## config.mk

```make
export PLATFORM = sky130hd
export DESIGN_NAME = id_stage_pipe
export DESIGN_NICKNAME = d
export VERILOG_FILES = /design/src/rtl/id_stage_pipe_pkg.sv /design/src/rtl/regfile_bypass.sv /design/src/rtl/id_stage_pipe.sv
export SDC_FILE = /design/constraint.sdc
export NUM_CORES = 2
export LEC_CHECK = 0
export BUFFER_PORTS_ARGS = -buffer_cell sky130_fd_sc_hd__clkbuf_2
export CAP_MARGIN = 30
export CELL_PAD_IN_SITES_DETAIL_PLACEMENT = 0
export CELL_PAD_IN_SITES_GLOBAL_PLACEMENT = 1
export CORE_MARGIN = 5
export CORE_UTILIZATION = 35
export CTS_CLUSTER_DIAMETER = 30
export CTS_CLUSTER_SIZE = 28
export DETAILED_ROUTE_END_ITERATION = 8
export PLACE_DENSITY = 0.66
export SLEW_MARGIN = 30
export SYNTH_ARGS = -nofsm -noshare
export SYNTH_HDL_FRONTEND = slang
export SYNTH_SLANG_ARGS = --single-unit
```

## constraint.sdc

```tcl
create_clock -name CLK -period 2 [get_ports CLK]
set_input_delay 0.2 -clock CLK [delete_from_list [all_inputs] [get_ports CLK]]
set_output_delay 0.2 -clock CLK [all_outputs]
set_load 0.02 [all_outputs]
```

## src/rtl/id_stage_pipe_pkg.sv

```systemverilog
// Shared opcode/funct constants, FSM encoding and small decode helpers for the
// MIPS decode stage.
package id_stage_pipe_pkg;

    localparam int REGFILE_SIZE = 32;

    localparam logic [5:0] OP_SPECIAL = 6'h00;
    localparam logic [5:0] OP_JAL     = 6'h03;
    localparam logic [5:0] OP_BEQ     = 6'h04;
    localparam logic [5:0] OP_BNE     = 6'h05;
    localparam logic [5:0] OP_BGTZ    = 6'h07;
    localparam logic [5:0] OP_ANDI    = 6'h0C;
    localparam logic [5:0] OP_ORI     = 6'h0D;
    localparam logic [5:0] OP_XORI    = 6'h0E;
    localparam logic [5:0] OP_LW      = 6'h23;
    localparam logic [5:0] OP_SW      = 6'h2B;
    localparam logic [5:0] FN_JR      = 6'h08;

    typedef enum logic {
        ST_RUN   = 1'b0,
        ST_STALL = 1'b1
    } state_t;

    // Logical immediates are zero-extended; everything else sign-extends.
    function automatic logic imm_is_zext(input logic [5:0] op);
        return (op == OP_ANDI) || (op == OP_ORI) || (op == OP_XORI);
    endfunction

    function automatic logic op_uses_rt(input logic [5:0] op);
        return (op == OP_SPECIAL) || (op == OP_BEQ) || (op == OP_BNE) || (op == OP_SW);
    endfunction

    // Opcodes above BGTZ are I-type ALU ops or loads, which all write rt (except SW).
    function automatic logic op_writes(input logic [5:0] op, input logic [5:0] funct);
        return ((op == OP_SPECIAL) && (funct != FN_JR)) || (op == OP_JAL) ||
               ((op > OP_BGTZ) && (op != OP_SW));
    endfunction

endpackage

```

## src/rtl/regfile_bypass.sv

```systemverilog
// 2-read / 1-write register file with synchronous clear, hardwired r0 and
// write-through bypass so a same-cycle write is visible on the read ports.
module regfile_bypass #(
    parameter int XLEN = 32,
    parameter int NREG = 32
) (
    input  logic                     CLK,
    input  logic                     RST,
    input  logic                     we,
    input  logic [$clog2(NREG)-1:0]  wadr,
    input  logic [XLEN-1:0]          wdata,
    input  logic [$clog2(NREG)-1:0]  radr1,
    input  logic [$clog2(NREG)-1:0]  radr2,
    output logic [XLEN-1:0]          rdata1,
    output logic [XLEN-1:0]          rdata2
);

    logic [XLEN-1:0] mem [NREG];

    always_ff @(posedge CLK) begin
        if (RST) begin
            for (int i = 0; i < NREG; i++) begin
                mem[i] <= '0;
            end
        end else if (we && (wadr != '0)) begin
            mem[wadr] <= wdata;
        end
    end

    always_comb begin
        rdata1 = mem[radr1];
        if (radr1 == '0) begin
            rdata1 = '0;
        end else if (we && (wadr == radr1)) begin
            rdata1 = wdata;
        end
    end

    always_comb begin
        rdata2 = mem[radr2];
        if (radr2 == '0) begin
            rdata2 = '0;
        end else if (we && (wadr == radr2)) begin
            rdata2 = wdata;
        end
    end

endmodule

```

## src/rtl/id_stage_pipe.sv

```systemverilog
// MIPS decode stage: operand read, dest/immediate decode, load-use interlock
// and the registered ID/EX boundary feeding execute.
module id_stage_pipe
    import id_stage_pipe_pkg::*;
#(
    parameter int XLEN       = 32,
    parameter int NREG       = REGFILE_SIZE,
    parameter int LOAD_STALL = 1
) (
    input  logic                     CLK,
    input  logic                     RST,
    input  logic                     if_valid,
    output logic                     if_ready,
    input  logic [31:0]              if_ins,
    input  logic                     flush,
    input  logic                     wb_en,
    input  logic [$clog2(NREG)-1:0]  wb_adr,
    input  logic [XLEN-1:0]          wb_data,
    output logic                     ex_valid,
    input  logic                     ex_ready,
    output logic [XLEN-1:0]          ex_rdata1,
    output logic [XLEN-1:0]          ex_rdata2,
    output logic [XLEN-1:0]          ex_imm,
    output logic [$clog2(NREG)-1:0]  ex_wadr,
    output logic                     ex_we,
    output logic                     ex_is_load,
    output logic [5:0]               ex_opcode,
    output logic [5:0]               ex_funct,
    output state_t                   dbg_state
);

    localparam int AW = $clog2(NREG);
    localparam int CW = (LOAD_STALL > 1) ? $clog2(LOAD_STALL) : 1;

    logic [5:0]      op;
    logic [5:0]      funct;
    logic [AW-1:0]   rs_a;
    logic [AW-1:0]   rt_a;
    logic [AW-1:0]   rd_a;
    logic [AW-1:0]   dec_wadr;
    logic            dec_we;
    logic            dec_uses_rt;
    logic [XLEN-1:0] dec_imm;
    logic [XLEN-1:0] rd1;
    logic [XLEN-1:0] rd2;
    logic            hazard;
    logic            accept;
    state_t          state;
    logic [CW-1:0]   cnt;

    assign op    = if_ins[31:26];
    assign funct = if_ins[5:0];
    assign rs_a  = AW'(if_ins[25:21]);
    assign rt_a  = AW'(if_ins[20:16]);
    assign rd_a  = AW'(if_ins[15:11]);

    always_comb begin
        dec_wadr = rt_a;
        if (op == OP_SPECIAL) begin
            dec_wadr = rd_a;
        end else if (op == OP_JAL) begin
            dec_wadr = AW'(31);
        end
        dec_we      = op_writes(op, funct) && (dec_wadr != '0);
        dec_uses_rt = op_uses_rt(op);
        if (imm_is_zext(op)) begin
            dec_imm = {{(XLEN-16){1'b0}}, if_ins[15:0]};
        end else begin
            dec_imm = {{(XLEN-16){if_ins[15]}}, if_ins[15:0]};
        end
    end

    regfile_bypass #(
        .XLEN (XLEN),
        .NREG (NREG)
    ) u_regfile (
        .CLK    (CLK),
        .RST    (RST),
        .we     (wb_en),
        .wadr   (wb_adr),
        .wdata  (wb_data),
        .radr1  (rs_a),
        .radr2  (rt_a),
        .rdata1 (rd1),
        .rdata2 (rd2)
    );

    // A load still sitting in ID/EX cannot forward its data, so a consumer
    // of its destination must wait.
    assign hazard = ex_valid && ex_is_load && (ex_wadr != '0) &&
                    ((ex_wadr == rs_a) || (dec_uses_rt && (ex_wadr == rt_a)));

    // Handshake: a transfer happens on a rising edge where valid && ready are
    // both high; valid never depends on ready, and ex_* hold while
    // ex_valid && !ex_ready.
    assign if_ready = (state == ST_RUN) && !flush && (!ex_valid || ex_ready) && !hazard;
    assign accept   = if_valid && if_ready;
    assign dbg_state = state;

    always_ff @(posedge CLK) begin
        if (RST) begin
            state      <= ST_RUN;
            cnt        <= '0;
            ex_valid   <= 1'b0;
            ex_rdata1  <= '0;
            ex_rdata2  <= '0;
            ex_imm     <= '0;
            ex_wadr    <= '0;
            ex_we      <= 1'b0;
            ex_is_load <= 1'b0;
            ex_opcode  <= '0;
            ex_funct   <= '0;
        end else if (flush) begin
            state    <= ST_RUN;
            cnt      <= '0;
            ex_valid <= 1'b0;
        end else if (state == ST_STALL) begin
            ex_valid <= 1'b0;
            cnt      <= cnt - CW'(1);
            if (cnt == CW'(1)) begin
                state <= ST_RUN;
            end
        end else if (hazard && if_valid && ex_ready) begin
            ex_valid <= 1'b0;
            if (LOAD_STALL > 1) begin
                state <= ST_STALL;
                cnt   <= CW'(LOAD_STALL - 1);
            end
        end else if (accept) begin
            ex_valid   <= 1'b1;
            ex_rdata1  <= rd1;
            ex_rdata2  <= rd2;
            ex_imm     <= dec_imm;
            ex_wadr    <= dec_wadr;
            ex_we      <= dec_we;
            ex_is_load <= (op == OP_LW);
            ex_opcode  <= op;
            ex_funct   <= funct;
        end else if (ex_ready) begin
            ex_valid <= 1'b0;
        end
    end

endmodule
```

Yosys cells after proc, flatten, opt, wreduce, memory -nomap -nowiden
Memories as Yosys holds them, arrays and structs flattened.
Cells that the tools add are included.
{"block": "classes", "n_reduce_logical": 40, "eq_ne": 14, "n_addsub": 1, "magnitude_cmp": 1, "bitwise_logic": 3, "muxes": 18}
{"op": "32-bit 2-to-1 mux", "n": 6}
{"op": "32-bit OR reduction", "n": 1}
{"op": "5-bit == test", "n": 4}
{"op": "6-bit by 4-bit == test with 1-bit output (second input constant)", "n": 3}
{"op": "1-bit logical AND", "n": 16}
{"op": "5-bit 2-to-1 mux", "n": 3}
{"op": "5-bit nonzero test", "n": 3}
{"op": "6-bit by 3-bit == test with 1-bit output (second input constant)", "n": 2}
{"op": "6-bit == test (second input constant)", "n": 2}
{"op": "5-bit logical NOT", "n": 2}
{"op": "1-bit logical OR", "n": 9}
{"op": "1-bit 2-to-1 mux", "n": 9}
{"op": "6-bit by 2-bit == test with 1-bit output (second input constant)", "n": 1}
{"op": "6-bit by 3-bit > comparator with 1-bit output (second input constant)", "n": 1}
{"op": "6-bit logical NOT", "n": 1}
{"op": "6-bit by 4-bit != test with 1-bit output (second input constant)", "n": 1}
{"op": "6-bit != test (second input constant)", "n": 1}
{"op": "4-bit AND reduction", "n": 1}
{"op": "4-bit OR reduction", "n": 1}
{"op": "1-bit logical NOT", "n": 3}
{"op": "1-bit inverter", "n": 3}
{"op": "3-bit OR reduction", "n": 1}
{"op": "2-bit nonzero test", "n": 1}
{"op": "2-bit OR reduction", "n": 1}
{"op": "1-bit subtractor (second input constant)", "n": 1}
{"block": "totals", "mem_bits_rw": 1024, "memories": 1, "regBits": 118}
{"name": "u_regfile.mem", "words": 32, "word_bits": 32, "rd": 2, "rd_ports_with_merged_regs": 0, "write_ports": 32, "line_no": "regfile_bypass.sv:18", "rtl": "logic [XLEN-1:0] mem [NREG];"}

Logic depth before layout (Yosys ltp)
{"block": "logic_depth", "depth_word": 11, "depth_mapped": 10}

Hierarchy
From an unflattened synthesis, not the netlist that was laid out.
{"block": "hier_totals", "cells_unflattened": 4187, "hier_area_um2": 58941.5}
{"module": "regfile_bypass", "cells_each": 3798, "area_per_inst_um2": 55061.6, "instances": 1}
{"module": "id_stage_pipe", "cells_each": 389, "area_per_inst_um2": 3880.0, "instances": 1}

Worst setup path after synthesis
OpenSTA, ideal clock, no wires.
{"block": "synth_path", "path_kind": "reg2reg", "from": "register ex_wadr[4]", "to": "register ex_rdata2[13]", "slack_ns": -0.103, "t_required_ns": 1.878, "stages_incl_launch_ff": 9, "t_arrival_ns": 1.981, "path_buffers": 2, "period_less_slack_ns": 2.103, "cell_sequence": "dfxtp_1 -> xor2_1 -> nor4_2 -> o2111ai_2 -> and2_4 -> and3_1 -> buf_6 -> buf_4 -> a221o_1"}
{"block": "synth_via", "elab_chain_cells": 8, "elab_cells_between_ends": 14}
{"element": "from (decl)", "line_no": "id_stage_pipe.sv:24", "rtl": "output logic [$clog2(NREG)-1:0] ex_wadr,"}
{"element": "from (signal assigned)", "line_no": "id_stage_pipe.sv:134", "rtl": "ex_wadr <= dec_wadr;"}
{"element": "5-bit == test", "line_no": "id_stage_pipe.sv:91", "rtl": "((ex_wadr == rs_a) || (dec_uses_rt && (ex_wadr == rt_a)));"}
{"element": "1-bit logical AND", "line_no": "id_stage_pipe.sv:91"}
{"element": "1-bit logical OR", "line_no": "id_stage_pipe.sv:91"}
{"element": "1-bit logical AND *", "line_no": "id_stage_pipe.sv:90", "rtl": "assign hazard = ex_valid && ex_is_load && (ex_wadr != '0) &&"}
{"element": "1-bit logical NOT / 1-bit logical AND (equally long branches)", "line_no": "id_stage_pipe.sv:96, id_stage_pipe.sv:123"}
{"element": "1-bit logical AND (on tied branches)", "line_no": "id_stage_pipe.sv:96, id_stage_pipe.sv:123"}
{"element": "1-bit logical AND / 1-bit inverter (equally long branches)"}
{"element": "4-bit AND reduction (no line) *"}
{"element": "to (signal assigned)", "line_no": "id_stage_pipe.sv:132", "rtl": "ex_rdata2 <= rd2;"}
{"element": "to (decl)", "line_no": "id_stage_pipe.sv:22", "rtl": "output logic [XLEN-1:0] ex_rdata2,"}
Mark *: on every way between the ends. The rest lies on a longest branch, timed or not.
A chain may end at the register's enable or synchronous reset.

Final worst setup path
{"block": "layout_path", "from": "register ex_wadr[0]", "to": "output port if_ready"}
{"block": "layout_via", "elab_chain_cells": 6, "elab_cells_between_ends": 9}
{"element": "5-bit == test", "line_no": "id_stage_pipe.sv:91"}
{"element": "1-bit logical AND", "line_no": "id_stage_pipe.sv:91"}
{"element": "1-bit logical OR", "line_no": "id_stage_pipe.sv:91"}
{"element": "1-bit logical AND *", "line_no": "id_stage_pipe.sv:90"}
{"element": "1-bit logical NOT *", "line_no": "id_stage_pipe.sv:96", "rtl": "assign if_ready = (state == ST_RUN) && !flush && (!ex_valid || ex_ready) && !hazard;"}
{"element": "1-bit logical AND *", "line_no": "id_stage_pipe.sv:96"}
{"element": "to (decl)", "line_no": "id_stage_pipe.sv:13", "rtl": "output logic if_ready,"}
Marked as above.

==> impl_metrics.env <==
export IMPL_hpwl_um=153100
export IMPL_maxSlewViolCount=0
export IMPL_regArea_um2=32710
export IMPL_dpl_cell_area_um2=67670
export IMPL_cp_start_kind="flop"
export IMPL_synthCells=4438
export IMPL_cpPeakStageDelay_ps=390
export IMPL_grt_pass1_wl_um=324200
export IMPL_drt_pass1_iter_count=6
export IMPL_clk_latency_ps=920
export IMPL_grt_pass1_vias=44120
export IMPL_row_count=150
export IMPL_min_period_ps=2845
export IMPL_status="finished, violations left"
export IMPL_worst_path_buf_inv=2
export IMPL_synth_cell_types=60
export IMPL_preCtsSetupSlack_ps=-672.1
export IMPL_area_growth_pct=32.84
export IMPL_crit_arrival_ps=2650
export IMPL_gp_congestion=0.9142
export IMPL_ys_async_sr_fraction=0
export IMPL_die_x_um=420.8
export IMPL_coreArea_um2=167400
export IMPL_critPathCaptureType="primary output"
export IMPL_crit_chain="or3_4 -> o311a_4 -> nand4_1 -> and2_4 -> buf_6 -> and3_4 -> buf_8"
export IMPL_maxCapViolCount=0
export IMPL_final_period_utilization=1.423
export IMPL_ant_nets=0
export IMPL_leakage_nw=29.34
export IMPL_hold_violations=0
export IMPL_final_nets=5193
export IMPL_worst_pin_slew_ps=876.4
export IMPL_fin_ws_ps=-845.4
export IMPL_dieArea_um2=177000
export IMPL_io_buffers=192
export IMPL_synthAdderAreaFrac=0
export IMPL_io_pins=193
export IMPL_synth_simple_gate_area_frac=0.1418
export IMPL_first_iter_violations=5062
export IMPL_synth_mux_area_frac=0.1773
export IMPL_clk_pin_slew_worst_paths_ps=40
export IMPL_synth_compound_area_frac=0.08646
export IMPL_synth_avg_cell_area_um2=13.31
export IMPL_synth_seq_cells=1121
export IMPL_slew_headroom=0.4158
export IMPL_setup_viol=95
export IMPL_drive_gt1_frac=0.3299
export IMPL_max_freq_ghz=0.3514
export IMPL_yosysTopAreaCellShare=0.5207
export IMPL_remaining_drc_errors=0
export IMPL_ys_seq_area_frac=0.5536
export IMPL_violations="setup timing"
export IMPL_cp_max_fo=2
export IMPL_fillers=14630
export IMPL_worstSetupPathType="reg -> out"
export IMPL_root_buffer="clkbuf_16"
export IMPL_cts_inserted_buffers=300
export IMPL_power_density_nw_per_um2=1043
export IMPL_slowest_stage="or3_4"
export IMPL_ir_worst_vdd_v=0.0006556
export IMPL_grt_total_usage=0.2570
export IMPL_synth_most_common_cell="edfxtp_1"
export IMPL_synthFlopType="edfxtp_1"
export IMPL_wl_um=232600
export IMPL_yosys_top_cells_area="edfxtp_1, and2_1, mux4_2"
export IMPL_synth_top_family_by_area="multiplexers"
export IMPL_cts_sinks=1121
export IMPL_setup_tns_ps=-36980
export IMPL_wl_per_cell_um=30.78
export IMPL_synth_warnings=0
export IMPL_htree_levels=5
export IMPL_antenna_found_initial=27
export IMPL_yosysTopAreaCell="edfxtp_1"
export IMPL_grt_ovfl_total=0
export IMPL_finalNonFillerCells=7555
export IMPL_clockBufferDepth=4
export IMPL_place_inst=6961
export IMPL_final_area_um2=78450
export IMPL_critPathRequiredTime_ps=1800
export IMPL_initial_core_util=0.3528
export IMPL_fin_worst_skew_ps=71.34
export IMPL_synth_edf_count=1024
export IMPL_grt_setup_unrepaired="yes"
export IMPL_vias=43230
export IMPL_synth_xor_area_share=0.003114
export IMPL_multi_input_area_um2=24790
export IMPL_min_path_type="in -> reg"
export IMPL_synth_common_cells="edfxtp_1, and2_1, clkbuf_1, mux4_2, mux2i_1"
export IMPL_avgViaCountPerCell=5.722
export IMPL_grt_max_degree=55
export IMPL_cts_tree="yes"
export IMPL_die_h_um=420.8
export IMPL_netlist_area_um2=59060
export IMPL_crit_family="simple AND/OR/NAND/NOR gates"
kinds of logic (layout without fill, tap and decap cells):
logic type / Yosys count / in the layout
AOI/OAI and AO/OA: 692 / 692
DFF: 1121 / 1121
buffers and inverters: 496 / 1367
and+or+nand+nor: 1403 / 1404
xor gates and xnor gates: 21 / 21
other: 1 / 42
muxes: 704 / 704
worst register-to-register path, delay by kind of cell, from the launching register on:
kind / cells / cell delay [ps]
AOI/OAI and AO/OA: 3 / 740
buffers and inverters: 4 / 630
DFF: 1 / 330
and+or+nand+nor: 3 / 680
what timing repair did:
item | CTS | global route
resized for setup | 40 | 28
endpoints found under the hold margin | 71 | 0
setup endpoints to repair | 96 | 112
hold buffers | 34 | 0
cloned | 6 | 9
buffers inserted | 14 | 3
pin swaps | 6 | 63
routing by layer:
layer  vias up  part of all wire  track usage  wire [µm]
met4         2             0.059       0.1364      13610
met1     21850              0.39       0.3265      89820
met2      2431              0.46       0.4124     107800
met3       616             0.092      0.05650      21320
li1      18330                 -            -          -
met5         -          0.000056            0         13
stage by stage:
step	power [mW]	util	hold slack [ps]
2_1_floorplan	31.82	-	277.4
3_3_place_gp	35.43	0.4042	404.4
3_5_place_dp	35.52	0.4042	413.0
4_1_cts	81.96	0.4669	13.31
5_1_grt	84.01	0.4685	47.62
6_report	81.79	0.4686	57.22
where the power goes:
group / switching [mW] / leakage (nW) / total [mW] / internal [mW]
clock: 14.2 / 4.70 / 46.3 / 32.1
combinational: 4.41 / 14.1 / 7.84 / 3.43
sequential: 0.743 / 10.5 / 27.7 / 26.9
cells in the final DEF (no fill, tap or decap), types with 136 or more instances in the layout:
cell / count
buf_4: 411
and2_1: 992
clkbuf_16: 315
mux2i_1: 234
a211oi_1: 141
edfxtp_1: 1024
clkbuf_2: 185
mux2_2: 136
mux4_2: 252
buf_12: 177
registers in the layout (all words and copies together), names as in the netlist:
signal	flops
cnt	1
dbg_state	1
ex_imm	17
ex_is_load	1
ex_opcode	6
ex_rdata1	32
ex_rdata2	32
ex_valid	1
ex_wadr	5
ex_we	1
u_regfile.mem	1024
layout make-up:
cell class | count | area share
Clock buffer | 374 | 0.1031
Inverter | 2 | 0.00009569
Sequential cell | 1121 | 0.4169
Tap cell | 2204 | 0.03515
Clock inverter | 151 | 0.02051
Multi-Input combinational cell | 2853 | 0.3159
Antenna cell | 10 | 0.0003190
Timing Repair Buffer | 840 | 0.1081
path summary, 6_finish.rpt:
| check | cells after the start | end | slack (ps) | start |
|---|---|---|---|---|
| hold / removal | 3 | ex_wadr[3]$_SDFFE_PP0P_ | 60 | RST |
| setup reg to reg | 10 | ex_rdata2[22]$_SDFFE_PP0P_ | -540 | ex_wadr[0]$_SDFFE_PP0P_ |
| setup / recovery | 7 | if_ready | -850 | ex_wadr[0]$_SDFFE_PP0P_ |
| hold reg to reg | 1 | dbg_state$_SDFF_PP0_ | 440 | cnt$_SDFFE_PP0P_ |
No activity file was read; power rests on OpenSTA's default activity.
